## config.mk

```make
export PLATFORM = sky130hd
export DESIGN_NAME = mem_port_arbiter
export DESIGN_NICKNAME = d
export VERILOG_FILES = /design/src/rtl/mem_port_arbiter.sv
export SDC_FILE = /design/constraint.sdc
export NUM_CORES = 1
export LEC_CHECK = 0
export ABC_CLOCK_PERIOD_IN_PS = 2400
export CAP_MARGIN = 20
export CORE_UTILIZATION = 45
export DETAILED_ROUTE_END_ITERATION = 12
export DONT_BUFFER_PORTS = 1
export SYNTH_ARGS = -nofsm -noshare
export SYNTH_HDL_FRONTEND = slang
export SYNTH_SLANG_ARGS = --single-unit
```

## constraint.sdc

```tcl
create_clock -name clk -period 2.4 [get_ports clk]
set_input_delay 0.36 -clock clk [delete_from_list [all_inputs] [get_ports clk]]
set_output_delay 0.36 -clock clk [all_outputs]
set_load 0.05 [all_outputs]
```

## src/rtl/mem_port_arbiter.sv

```systemverilog
// Two-requester arbiter (fetch / load-store) onto a single combinational-read RAM port.
// Define MEM_ARB_ROUND_ROBIN_EN for round-robin on ties; default is fixed priority (D over I).
module mem_port_arbiter #(
    parameter int ADDR_W = 32,
    parameter int DATA_W = 32
) (
    input  logic              clk,
    input  logic              rst_n,

    input  logic              i_req,
    input  logic [ADDR_W-1:0] i_addr,
    output logic              i_gnt,
    output logic              i_rvalid,
    output logic [DATA_W-1:0] i_rdata,

    input  logic              d_req,
    input  logic              d_we,
    input  logic              d_is32,
    input  logic [ADDR_W-1:0] d_addr,
    input  logic [DATA_W-1:0] d_wdata,
    output logic              d_gnt,
    output logic              d_rvalid,
    output logic [DATA_W-1:0] d_rdata,

    output logic [ADDR_W-1:0] mem_addr,
    output logic              mem_we,
    output logic              mem_is32,
    output logic [DATA_W-1:0] mem_wdata,
    input  logic [DATA_W-1:0] mem_rdata,

    output logic              busy
);

    typedef enum logic [1:0] {
        IDLE,
        ACCESS,
        RESP
    } state_t;

    state_t state;
    logic   mem_we_q;
    logic   pick_d;

`ifdef MEM_ARB_ROUND_ROBIN_EN
    logic last_d;  // port granted most recently; resets to D so I wins the first tie

    always_comb begin
        pick_d = d_req && (!i_req || !last_d);
    end
`else
    always_comb begin
        pick_d = d_req;
    end
`endif

    // NOTE: the write strobe is gated by rst_n combinationally so a store caught in
    // ACCESS by reset never reaches the RAM at the edge where reset takes effect.
    assign mem_we = mem_we_q & rst_n;

    // The mem_* registers double as the latched request fields for the ACCESS cycle.
    // NOTE: all state below uses non-blocking assignments so every register samples
    // pre-edge values; the rdata registers are plain flops and are reset like the rest.
    always_ff @(posedge clk) begin
        if (!rst_n) begin
            state     <= IDLE;
            i_gnt     <= 1'b0;
            d_gnt     <= 1'b0;
            i_rvalid  <= 1'b0;
            d_rvalid  <= 1'b0;
            busy      <= 1'b0;
            i_rdata   <= '0;
            d_rdata   <= '0;
            mem_addr  <= '0;
            mem_we_q  <= 1'b0;
            mem_is32  <= 1'b0;
            mem_wdata <= '0;
`ifdef MEM_ARB_ROUND_ROBIN_EN
            last_d    <= 1'b1;
`endif
        end else begin
            i_rvalid <= 1'b0;
            d_rvalid <= 1'b0;
            case (state)
                IDLE: begin
                    if (i_req || d_req) begin
                        state     <= ACCESS;
                        busy      <= 1'b1;
                        d_gnt     <= pick_d;
                        i_gnt     <= !pick_d;
                        mem_addr  <= pick_d ? d_addr : i_addr;
                        mem_we_q  <= pick_d && d_we;
                        mem_is32  <= pick_d && d_is32;
                        mem_wdata <= pick_d ? d_wdata : '0;
`ifdef MEM_ARB_ROUND_ROBIN_EN
                        last_d    <= pick_d;
`endif
                    end
                end
                ACCESS: begin
                    state <= RESP;
                    i_gnt <= 1'b0;
                    d_gnt <= 1'b0;
                    if (d_gnt) begin
                        d_rdata  <= mem_rdata;
                        d_rvalid <= 1'b1;
                    end else begin
                        i_rdata  <= mem_rdata;
                        i_rvalid <= 1'b1;
                    end
                    mem_addr  <= '0;
                    mem_we_q  <= 1'b0;
                    mem_is32  <= 1'b0;
                    mem_wdata <= '0;
                end
                RESP: begin
                    state <= IDLE;
                    busy  <= 1'b0;
                end
                default: begin
                    state <= IDLE;
                    busy  <= 1'b0;
                end
            endcase
        end
    end

endmodule
```

==> results of run 1 <==
[kinds of logic (layout without fill, tap and decap cells)]
kind of cell / after synthesis / in the layout / share of synthesized area, %
and+or+nand+nor: 242 / 242 / 17.8
AOI/OAI and AO/OA: 138 / 138 / 14.8
DFF: 137 / 137 / 48.9
muxes: 64 / 64 / 12.1
buffers and inverters: 63 / 47 / 6.42
[flip-flops by register name (all words and copies together), names as in the netlist]
name and cells:
d_rdata 32, i_rdata 32, mem_addr 32, mem_wdata 32, state 2, busy 1, d_gnt 1, d_rvalid 1
i_gnt 1, i_rvalid 1, mem_is32 1, mem_we_q 1
[per-stage QoR]
stage,cells,hold slack (ns)
final,796,0.0763
after global routing,796,0.0611
after CTS,796,0.0580
after detailed placement,764,0.466
after global placement,764,0.451
after floorplan,644,0.441
[power by group through the flow]
stage          clock network [mW]  registers (mW)  logic [mW]
4_1_cts                      2.99            2.98       0.459
2_1_floorplan                   0            2.98       0.437
5_1_grt                      3.10            2.99       0.509
6_report                     2.94            2.98       0.454
3_5_place_dp                    0            3.03       0.459
3_3_place_gp                    0            3.02       0.443
[routing by layer]
layer	track usage, %	wire, um	vias to the layer above
li1	-	-	2148
met1	23.5	5150	2071
met2	35.5	6840	207
met3	8.02	1400	22
met4	9.82	272	0
met5	0	0	-
[synthesized netlist by cell type, drive strengths merged]
cell type  instances  area [um2]
a32oi             34         298
and3b              1        8.76
inv                3        11.3
o211a              1        10.0
dfxtp            137        2740
nand2b             1        6.26
mux2i             32         320
o21ai              1        5.00
a21o               1        7.51
nand3b             1        7.51
nor2               8        37.5
buf               44         288
or3b               1        8.76
mux2              32         360
clkbuf            16        61.3
and2               1        6.26
nand2            194         728
nand3             32         160
nor4               1        6.26
o21bai             1        7.51
nor3b              2        31.3
a21oi            100         500
[how the worst max path moves through the flow]
stage	start	end
5_1_grt	state[1]$_SDFFE_PN0P_	mem_wdata[24]$_SDFFE_PN0P_
6_report	state[1]$_SDFFE_PN0P_	mem_wdata[24]$_SDFFE_PN0P_
3_3_place_gp	d_gnt$_SDFFE_PN0P_	d_rdata[15]$_SDFFE_PN0P_
2_1_floorplan	rst_n	mem_we
3_5_place_dp	state[1]$_SDFFE_PN0P_	mem_addr[19]$_SDFFE_PN0P_
4_1_cts	state[1]$_SDFFE_PN0P_	mem_addr[19]$_SDFFE_PN0P_
[worst max-delay path: stages, from the launching register on]
cell and delay [ns]:
sky130_fd_sc_hd__dfxtp_1 0.41, sky130_fd_sc_hd__nor3b_4 0.61, sky130_fd_sc_hd__buf_4 0.36, sky130_fd_sc_hd__a32oi_1 0.09, sky130_fd_sc_hd__a21oi_1 0.17
[cell type report]
| cell class | count | share of cell area [%] |
|---|---|---|
| clock buffers | 20 | 7.13 |
| clock inverters | 12 | 3.52 |
| inverters | 3 | 0.180 |
| multi-input cells | 444 | 40.2 |
| flip-flops and latches | 137 | 43.8 |
| well taps | 168 | 3.36 |
| repair buffers | 12 | 1.84 |
==> results.txt, run 1 <==
The run finished with clean final reports. Detailed placement finished with a half-perimeter wire length of 9.10 mm. In this run the cell area of the synthesized design comes to 5610 um2. The part of the cycle the worst path needs is 71.6%. TritonCTS built the clock tree. Entering global routing, the biggest net connects 77 pins. The number of stages on the worst hold path is 2. Relative to the synthesized area, the layout overhead comes to 11.6%. The sum of routed wire length over all layers is 13.7 mm. At the end of routability-driven placement, the weighted congestion stood at 0.756.

The largest voltage drop on the vdd net is 0.370 mV. The die extent in x is 114 um. The number of cell rows came out at 40. The relative contribution of sequential cells to total power came out at 46.7%. Counting I/O delays and the setup requirement, the final critical path takes 1.72 ns.

The required time at the endpoint of the critical path came out at 2.74 ns. Counting every sink on the clock net gives 137. The number of pins with negative max-slew slack in the final report is 0. The launch point of the worst reg-to-reg path is state[1]$_SDFFE_PN0P_. The H-tree depth reported by CTS is 4. The number of nets still failing antenna checks after routing is 0. The total vias in the final route came out at 4,448. The count of filler cells inserted in the layout came out at 1,126.

The share of the core filled with cells in the final layout came out at 51.9%. The worst setup path category is reg -> reg. The worst setup path is captured at a flip-flop. The combinational cell fraction of total power came out at 7.1%. The total inserted antenna cells is 0. Between clock sinks in the finished design, the worst skew comes to 0.00744 ns.

The terminating pin of the worst hold path is d_rdata[20]$_SDFFE_PN0P_. Summing internal, switching and leakage power gives 6.37 mW. The clock network is responsible for 46.1% of the overall power. The buffer depth of the longest clock path came out at 2. Setup repair after global routing left no endpoint under its margin. Once routing completed, OpenROAD measured the worst setup slack at 0.683 ns. The vertical die dimension came out at 114 um. The full die area came out at 12,900 um2. The instance area at placement is 5600 um2. For this configuration, the core starts out at a cell density of 46.5%. The worst slew margin relative to its limit is 53.4%. The total count of hold-check failures in the final report is 0.

The hold-fix buffer count after cts is 0. In this run the static leakage power is 2.18 nW. The largest driver fanout on the critical path came out at 20.

The worst-skew pair later-pin latency is 0.41 ns. Once layout is done, the placed cells without fillers occupy 6260 um2. Max-cap violations in this run came to 0. The average cell area after synthesis is 8.72 um2.

In this run the tool buffered the top-level ports with 0 buffer cells. The instance count of the mapped netlist is 644. The final setup violation count is 0. The synthesized net count came out at 778. After detailed routing, the number of remaining DRC violations is 0. The post-synthesis sequential area ratio came out at 48.9%.

The overflow left after global routing came out at 0. The count of routing violations after the opening detailed-route iteration is 312. The proportion of total power due to net switching came out at 28.1%. The total number of yosys warnings is 0.

The cell sitting at the root of the clock tree is a sky130_fd_sc_hd__clkbuf_16. The worst slack after detailed placement came out at 0.695 ns. The nature of the critical path startpoint is a flip-flop. Leaving out fill and tap cells, the most frequent cell in the layout is sky130_fd_sc_hd__nand2_1. The net switching power came out at 1.79 mW. The number of global-route vias before repair came out at 4,218. The flop and latch count out of synthesis is 137. The post-route netlist has 12.6% of its cells at a drive strength greater than 1.

The internal power component came out at 4.58 mW. Measured in cells, the most critical reg-to-reg path has a length of 4. The class of the worst hold path is in -> reg. The pin slew with the least headroom to its limit came out at 0.698 ns. The post-CTS setup repair buffer count came out at 0.

The multi-input gate area in the final layout came out at 2520 um2. Clock-pin slew was measured on the worst setup and hold paths at 0.06 ns. The number of distinct standard cells referenced by the synthesized netlist came out at 29.

The number of placed I/O pins is 269. The sequential cells in the finished layout cover a total of 2740 um2. Derived from the worst setup path, the maximum achievable clock frequency is 0.582 GHz. Across all register-to-register paths, the minimum setup slack is 0.68 ns. The number of resized instances in the post-cts repair step came out at 0. In this run the critical register-to-register path is captured at mem_wdata[24]$_SDFFE_PN0P_. The power density over the cells is 1020 nW/um2. Leaving out fill and tap cells, the most frequent cells in the layout are sky130_fd_sc_hd__nand2_1 (194), sky130_fd_sc_hd__dfxtp_1 (137), sky130_fd_sc_hd__a21oi_1 (100). The final layout net count came out at 749.

The count of TritonRoute iterations in the first routing pass came out at 5. The per-cell routed wire length came out at 17.2 um. The initial antenna violation count was 0.

Using the TritonRoute via totals, the vias-per-cell ratio works out to 5.59. Adding up every negative setup slack in the final design gives 0 ns. The number of buffers inserted during clock tree synthesis came out at 17. The first global-routing pass estimated 21.4 mm of wire. The floorplan core area is 12,100 um2.

The origin of the worst min-delay path is mem_rdata[20]. The combined global-route utilization of all metal layers is 21.1%. At the worst endpoint, the arrival time is 2.06 ns.
(Power assumes the default switching activity.)
==> inputs of run 2 (changes only) <==
- ABC_CLOCK_PERIOD_IN_PS: 2400 -> 1750
- clock period: 2.4 -> 1.75 ns (I/O delays scaled with it)
==> results.txt, run 2 (same netlist as run 1, synthesis figures left out) <==
The largest driver fanout on the critical path was 3 (was 20). The worst slack after detailed placement is 0.304 ns (was 0.695 ns). The starting utilization of the core area is 46.5% (unchanged). The worst-skew pair later-pin latency came out at 0.40 ns (was 0.41 ns). The number of buffer and inverter instances along the worst setup path is 0 (was 1). The total inserted antenna cells was 0 (unchanged). The per-cell routed wire length is 16.7 um (was 17.2 um). The count of routing violations after the opening detailed-route iteration came out at 268 (was 312). The most common library cell in the layout ignoring fill and taps was sky130_fd_sc_hd__nand2_1 (unchanged).

The final layout net count is 817 (was 749). The count of TritonRoute iterations in the first routing pass came to 5 (unchanged). Status: finished clean (unchanged).

The clock tree root buffer cell is sky130_fd_sc_hd__clkbuf_16 (unchanged). The pin count of the biggest net entering global routing came out at 53 (was 77). The worst stage delay on the critical path came out at 0.45 ns (was 0.61 ns). The number of nets still failing antenna checks after routing came out at 0 (unchanged). The slack of the worst reg-to-reg path came to 0.29 ns (was 0.68 ns). The leakage power is 2.48 nW (was 2.18 nW). The total power of the final layout came out at 8.18 mW (was 6.37 mW). The placed wire-length estimate after detailed placement is 9.27 mm (was 9.10 mm). The sum of negative setup slack came to 0 ns (unchanged). The highest attainable clock frequency came out at 0.685 GHz. The overflow left after global routing came out at 0 (unchanged). The total vias in the final route is 4,706 (was 4,448).

The H-tree depth reported by CTS came out at 4 (unchanged). The number of cells on the worst reg-to-reg path is 4 (unchanged). The hold slack is 0.0231 ns (was 0.0763 ns).

The capturing point of the worst reg2reg path is mem_addr[14]$_SDFFE_PN0P_ (was mem_wdata[24]$_SDFFE_PN0P_). The clock transition at the registers of the reported paths came out at 0.05 ns (was 0.06 ns). The number of buffers added on ports came out at 0 (unchanged). The initial antenna violation count is 0 (unchanged). The vertical die dimension is 114 um (unchanged).

The endpoint of the most critical setup path is mem_we (was mem_wdata[24]$_SDFFE_PN0P_). The sum of routed wire length over all layers is 14.4 mm (was 13.7 mm). The family with the most delay on the worst path is simple AND/OR/NAND/NOR gates (unchanged). The floorplan core area came to 12,100 um2 (unchanged). The pin slew with the least headroom to its limit is 0.548 ns (was 0.698 ns). The post-CTS setup repair buffer count is 0 (unchanged). The signed area change from the synthesized netlist to the final layout is 20.7% (was 11.6%).

The origin of the worst min-delay path was mem_rdata[15] (was mem_rdata[20]). The worst slew margin relative to its limit is 63.4% (was 53.4%). The number of cell rows came to 40 (unchanged). The number of placed instances with taps included is 798 (was 764). The power density over the cells was 1210 nW/um2 (was 1020 nW/um2). The class of the worst hold path is in -> reg (unchanged).

Top library cells by usage in the layout, fill and taps aside: sky130_fd_sc_hd__nand2_1 (194), sky130_fd_sc_hd__dfxtp_1 (137), sky130_fd_sc_hd__a21oi_1 (100) (unchanged). The number of non-filler instances in the completed layout was 863 (was 796). The launch point of the worst reg-to-reg path is state[0]$_SDFFE_PN0P_ (was state[1]$_SDFFE_PN0P_). The number of resized instances in the post-cts repair step was 0 (unchanged). The ratio of routed vias to standard cells is 5.45 (was 5.59). The final setup violation count is 0 (unchanged). The final weighted congestion of routability-driven global placement is 0.754 (was 0.756). The number of placed I/O pins came to 269 (unchanged). The number of DRC violations after detailed routing is 0 (unchanged). The first-pass GRT wire length was 22.3 mm (was 21.4 mm).

The part of the cycle the worst path needs came out at 83.4%. The hold-fix buffer count after cts came out at 34 (was 0). The share of final-layout standard cells stronger than drive strength 1 came to 16.3% (was 12.6%). The full die area is 12,900 um2 (unchanged). The die extent in x came out at 114 um (unchanged). The number of buffers inserted during clock tree synthesis came out at 17 (unchanged). The total clock sinks is 137 (unchanged).

The startpoint of the most critical setup path is mem_we_q$_SDFFE_PN0P_ (was state[1]$_SDFFE_PN0P_). The maximum clock skew at final layout is 0.00302 ns (was 0.00744 ns). The logic depth of the worst path, buffers included is 1 (was 4). The total count of hold-check failures in the final report is 0 (unchanged). Unrepaired setup endpoints after global routing: no (unchanged). The category of the worst setup path capture point was an output pin (was flip-flop). The required time at the endpoint of the critical path is 1.49 ns (was 2.74 ns). The clock tree from TritonCTS was built (unchanged). The final critical-path setup slack came out at 0.291 ns (was 0.683 ns). The largest voltage drop on the vdd net came out at 0.537 mV (was 0.370 mV). The worst setup path category is reg -> out (was reg -> reg). The combined global-route utilization of all metal layers was 21.9% (was 21.1%).

The number of global-route vias before repair is 4,519 (was 4,218). Cells along the critical path: and2_1 (was nor3b_4, buf_4, a32oi_1, a21oi_1). The nature of the critical path startpoint was a flip-flop (unchanged). The cell type of the slowest stage on the worst timing path is sky130_fd_sc_hd__and2_1 (was sky130_fd_sc_hd__nor3b_4). The number of pins with negative max-slew slack in the final report came out at 0 (unchanged).

The arrival time reported for the critical path endpoint came out at 1.20 ns (was 2.06 ns). The time the final worst path needs with I/O delays and setup is 1.46 ns. The number of max-cap violations came to 0 (unchanged). The buffer depth of the longest clock path is 2 (unchanged).
run 2: cell count changes in the layout (fill, tap and decap cells not counted), sizes merged, moves of 2 or more:
| cell | delta |
|---|---|
| clkbuf | +2 |
| bufinv | -5 |
| clkinv | +4 |
| buf | +35 |
| dlygate4sd3 | +33 |
run 2: power breakdown:
group	total [mW]	switching, mW	internal, mW	leakage (nW)
sequential	3.92	0.610	3.31	1.12
combinational	0.965	0.582	0.382	1.08
clock	3.29	1.25	2.04	0.279
run 2: worst min-delay path by stage:
stage | endpoint | slack (ns) | cells after the start
floorplan | i_rdata[0]$_SDFFE_PN0P_ | 0.40 | 2
global placement | d_rdata[19]$_SDFFE_PN0P_ | 0.40 | 2
detailed placement | i_rdata[19]$_SDFFE_PN0P_ | 0.41 | 2
CTS | mem_addr[24]$_SDFFE_PN0P_ | 0.0005 | 2
global route | mem_addr[1]$_SDFFE_PN0P_ | 0.004 | 2
finish | d_rdata[15]$_SDFFE_PN0P_ | 0.02 | 2
run 2: final cells by class:
| class | count | area, um2 |
|---|---|---|
| Timing Repair Buffer | 80 | 746 |
| Sequential cell | 137 | 2740 |
| Clock buffer | 22 | 474 |
| Fill cell | 1108 | 5290 |
| Multi-Input combinational cell | 444 | 2520 |
| Clock inverter | 9 | 73.8 |
| Inverter | 3 | 11.3 |
| Tap cell | 168 | 210 |
run 2: stage by stage:
stage	utilization [%]	area [um2]
after global routing	56.2	6770
final	56.2	6770
after detailed placement	48.7	5880
after global placement	48.7	5880
after CTS	56.2	6770
after floorplan	-	5610
run 2: layer usage:
metal	vias to the layer above	track usage [%]	share of wire, %
li1	2286	-	-
met1	2181	24.2	40
met2	206	37.6	49
met3	33	7.70	8.5
met4	0	10.3	2.1
met5	-	0	0
==> inputs of run 3 (changes only) <==
- ABC_CLOCK_PERIOD_IN_PS: 1750 -> 1330
- clock period: 1.75 -> 1.33 ns (I/O delays scaled with it)
==> results.txt, run 3 (same netlist as run 1, synthesis figures left out) <==
The overflow left after global routing was 0 (unchanged). The combined flip-flop and latch cell area came to 2750 um2 (was 2740 um2). The nature of the critical path startpoint is a flip-flop (unchanged).

The number of nets still failing antenna checks after routing is 0 (unchanged). The instance area at placement was 6640 um2 (was 5880 um2). The post-route standard cell area excluding fillers came to 8330 um2 (was 6770 um2). The clock transition at the registers of the reported paths is 0.06 ns (was 0.05 ns). The pin slew with the least headroom to its limit came to 0.531 ns (was 0.548 ns).

The clock tree root buffer cell was sky130_fd_sc_hd__clkbuf_16 (unchanged). The worst stage delay on the critical path came out at 0.33 ns (was 0.45 ns). The count of TritonRoute iterations in the first routing pass is 5 (unchanged).

The final reports fail on negative hold slack. The time the final worst path needs with I/O delays and setup came out at 1.32 ns. The count of routing violations after the opening detailed-route iteration is 413 (was 268). The combinational cell fraction of total power was 19.1% (was 11.8%). The number of DRC violations after detailed routing came out at 0 (unchanged). The number of buffers inserted during clock tree synthesis came out at 17 (unchanged). The category of the worst setup path capture point is a flip-flop (was output pin).

The buffer depth of the longest clock path is 2 (unchanged). The total count of hold-check failures in the final report came out at 34 (was 0). The number of buffers added on ports is 0 (unchanged). The part of the power in the clock network is 43.2% (was 40.3%).

The placed wire-length estimate after detailed placement is 9.96 mm (was 9.27 mm). The most common library cell in the layout ignoring fill and taps is sky130_fd_sc_hd__nand2_1 (unchanged). The share of final-layout standard cells stronger than drive strength 1 came to 28.2% (was 16.3%).

The multi-input gate area in the final layout came out at 2560 um2 (was 2520 um2). The leakage power is 3.30 nW (was 2.48 nW). The final weighted congestion of routability-driven global placement was 0.765 (was 0.754). The number of max-cap violations is 0 (unchanged). The slack of the worst reg-to-reg path came out at 0.009 ns (was 0.29 ns). The cell type of the slowest stage on the worst timing path is sky130_fd_sc_hd__dfxtp_2 (was sky130_fd_sc_hd__and2_1).

The starting utilization of the core area is 46.5% (unchanged). Unrepaired setup endpoints after global routing: yes (was no). The worst-skew pair later-pin latency came to 0.41 ns (was 0.40 ns). The maximum clock skew at final layout is 0.00601 ns (was 0.00302 ns).

The worst slack after detailed placement came out at 0.0358 ns (was 0.304 ns). The number of global-route vias before repair came to 5,188 (was 4,519). The signed area change from the synthesized netlist to the final layout came out at 48.4% (was 20.7%).

The class of the worst hold path is in -> reg (unchanged). The largest voltage drop on the vdd net came out at 0.712 mV (was 0.537 mV). The ratio of routed vias to standard cells is 5.34 (was 5.45). The required time at the endpoint of the critical path came out at 1.66 ns (was 1.49 ns). The initial antenna violation count came out at 0 (unchanged). The most repeated library cell on the critical path is sky130_fd_sc_hd__buf_6. Top library cells by usage in the layout, fill and taps aside: sky130_fd_sc_hd__nand2_1 (193), sky130_fd_sc_hd__dfxtp_1 (133), sky130_fd_sc_hd__buf_4 (129) (was sky130_fd_sc_hd__nand2_1 (194), sky130_fd_sc_hd__dfxtp_1 (137), sky130_fd_sc_hd__a21oi_1 (100)). The floorplan core area came out at 12,100 um2 (unchanged).

The final setup violation count was 0 (unchanged). Cells along the critical path: buf_6, nor3b_4, buf_6, buf_12, a32oi_2, a21oi_1 (was and2_1). The final critical-path setup slack is 0.00904 ns (was 0.291 ns).

The arrival time reported for the critical path endpoint is 1.65 ns (was 1.20 ns). The power density over the cells came out at 1460 nW/um2 (was 1210 nW/um2). The number of placed I/O pins is 269 (unchanged). The highest attainable clock frequency is 0.757 GHz. The relative contribution of sequential cells to total power came to 37.7% (was 47.9%). The share of the core filled with cells in the final layout is 69.0% (was 56.2%). Status: finished, violations left (was finished clean). The count of filler cells inserted in the layout is 922 (was 1,108).

The H-tree depth reported by CTS came out at 4 (unchanged). The die extent in x is 114 um (unchanged). The combined global-route utilization of all metal layers came out at 24.1% (was 21.9%). The vertical die dimension came to 114 um (unchanged).

The hold slack is -0.0652 ns (was 0.0231 ns). The number of cell rows is 40 (unchanged). The per-cell routed wire length came out at 16.9 um (was 16.7 um). The number of pins with negative max-slew slack in the final report came out at 0 (unchanged).

The worst slew margin relative to its limit is 64.6% (was 63.4%). The sum of routed wire length over all layers came out at 17.1 mm (was 14.4 mm). The total vias in the final route is 5,404 (was 4,706). The total clock sinks is 137 (unchanged). The full die area is 12,900 um2 (unchanged).

The proportion of total power due to net switching came to 28.4% (was 29.9%). The net switching power is 3.46 mW (was 2.45 mW). Of the available clock period, the critical path in the final layout requires 99.3%. The first-pass GRT wire length is 24.6 mm (was 22.3 mm). The largest driver fanout on the critical path came out at 7 (was 3). The pin count of the biggest net entering global routing came to 69 (was 53).

The clock tree from TritonCTS is built (unchanged). The final layout net count is 965 (was 817). The internal power component came out at 8.72 mW (was 5.73 mW). The worst setup path category is reg -> reg (was reg -> out). The total inserted antenna cells was 0 (unchanged).
-- run 3: final timing paths --
| check | start | end | cells past startpoint |
|---|---|---|---|
| worst min-delay path | rst_n | mem_addr[25]$_SDFFE_PN0P_ | 2 |
| worst max register to register | state[0]$_SDFFE_PN0P_ | mem_wdata[15]$_SDFFE_PN0P_ | 6 |
| worst max-delay path | state[0]$_SDFFE_PN0P_ | mem_wdata[15]$_SDFFE_PN0P_ | 6 |
| worst min register to register | d_rdata[15]$_SDFFE_PN0P_ | d_rdata[15]$_SDFFE_PN0P_ | 2 |
-- run 3: what timing repair did --
item,4_1_cts,5_1_grt
hold buffers,73,1
gates resized for setup,0,24
hold endpoints to repair,132,34
buffers inserted,0,4
setup endpoints to repair,0,92
-- run 3: cell type report --
cell class	instances	share of cell area, %
clock buffers	21	5.65
clock inverters	11	2.30
inverters	3	0.135
multi-input cells	444	30.8
flip-flops and latches	137	33.0
well taps	168	2.52
repair buffers	228	25.6
-- run 3: stage by stage --
step,hold slack [ns],power (mW),setup TNS (ns),std cells
floorplan,0.335,6.17,0,644
global placement,0.337,6.61,0,893
finish,-0.0652,12.2,0,1012
global route,-0.0769,12.6,-0.147,1012
detailed placement,0.342,6.65,0,893
CTS,-0.0814,12.1,0,998
-- run 3: power by group through the flow --
stage	Sequential, mW	Clock, mW	Combinational [mW]
floorplan	5.38	0	0.788
global placement	4.66	0	1.95
detailed placement	4.67	0	1.98
CTS	4.59	5.29	2.18
global route	4.62	5.51	2.44
finish	4.59	5.26	2.32
-- run 3: per-layer routing --
metal	track usage, %	vias to the layer above	wire length [um]
li1	-	2584	-
met1	25.7	2526	6580
met2	44.1	252	8860
met3	6.54	42	1150
met4	11.1	0	487
met5	0	-	0
-- run 3: worst max-delay path: cells and delay by family (launching register included) --
| family | cells | cell delay (ns) |
|---|---|---|
| DFF | 1 | 0.33 |
| buffers and inverters | 3 | 0.46 |
| AOI/OAI and AO/OA | 2 | 0.26 |
| and+or+nand+nor | 1 | 0.19 |
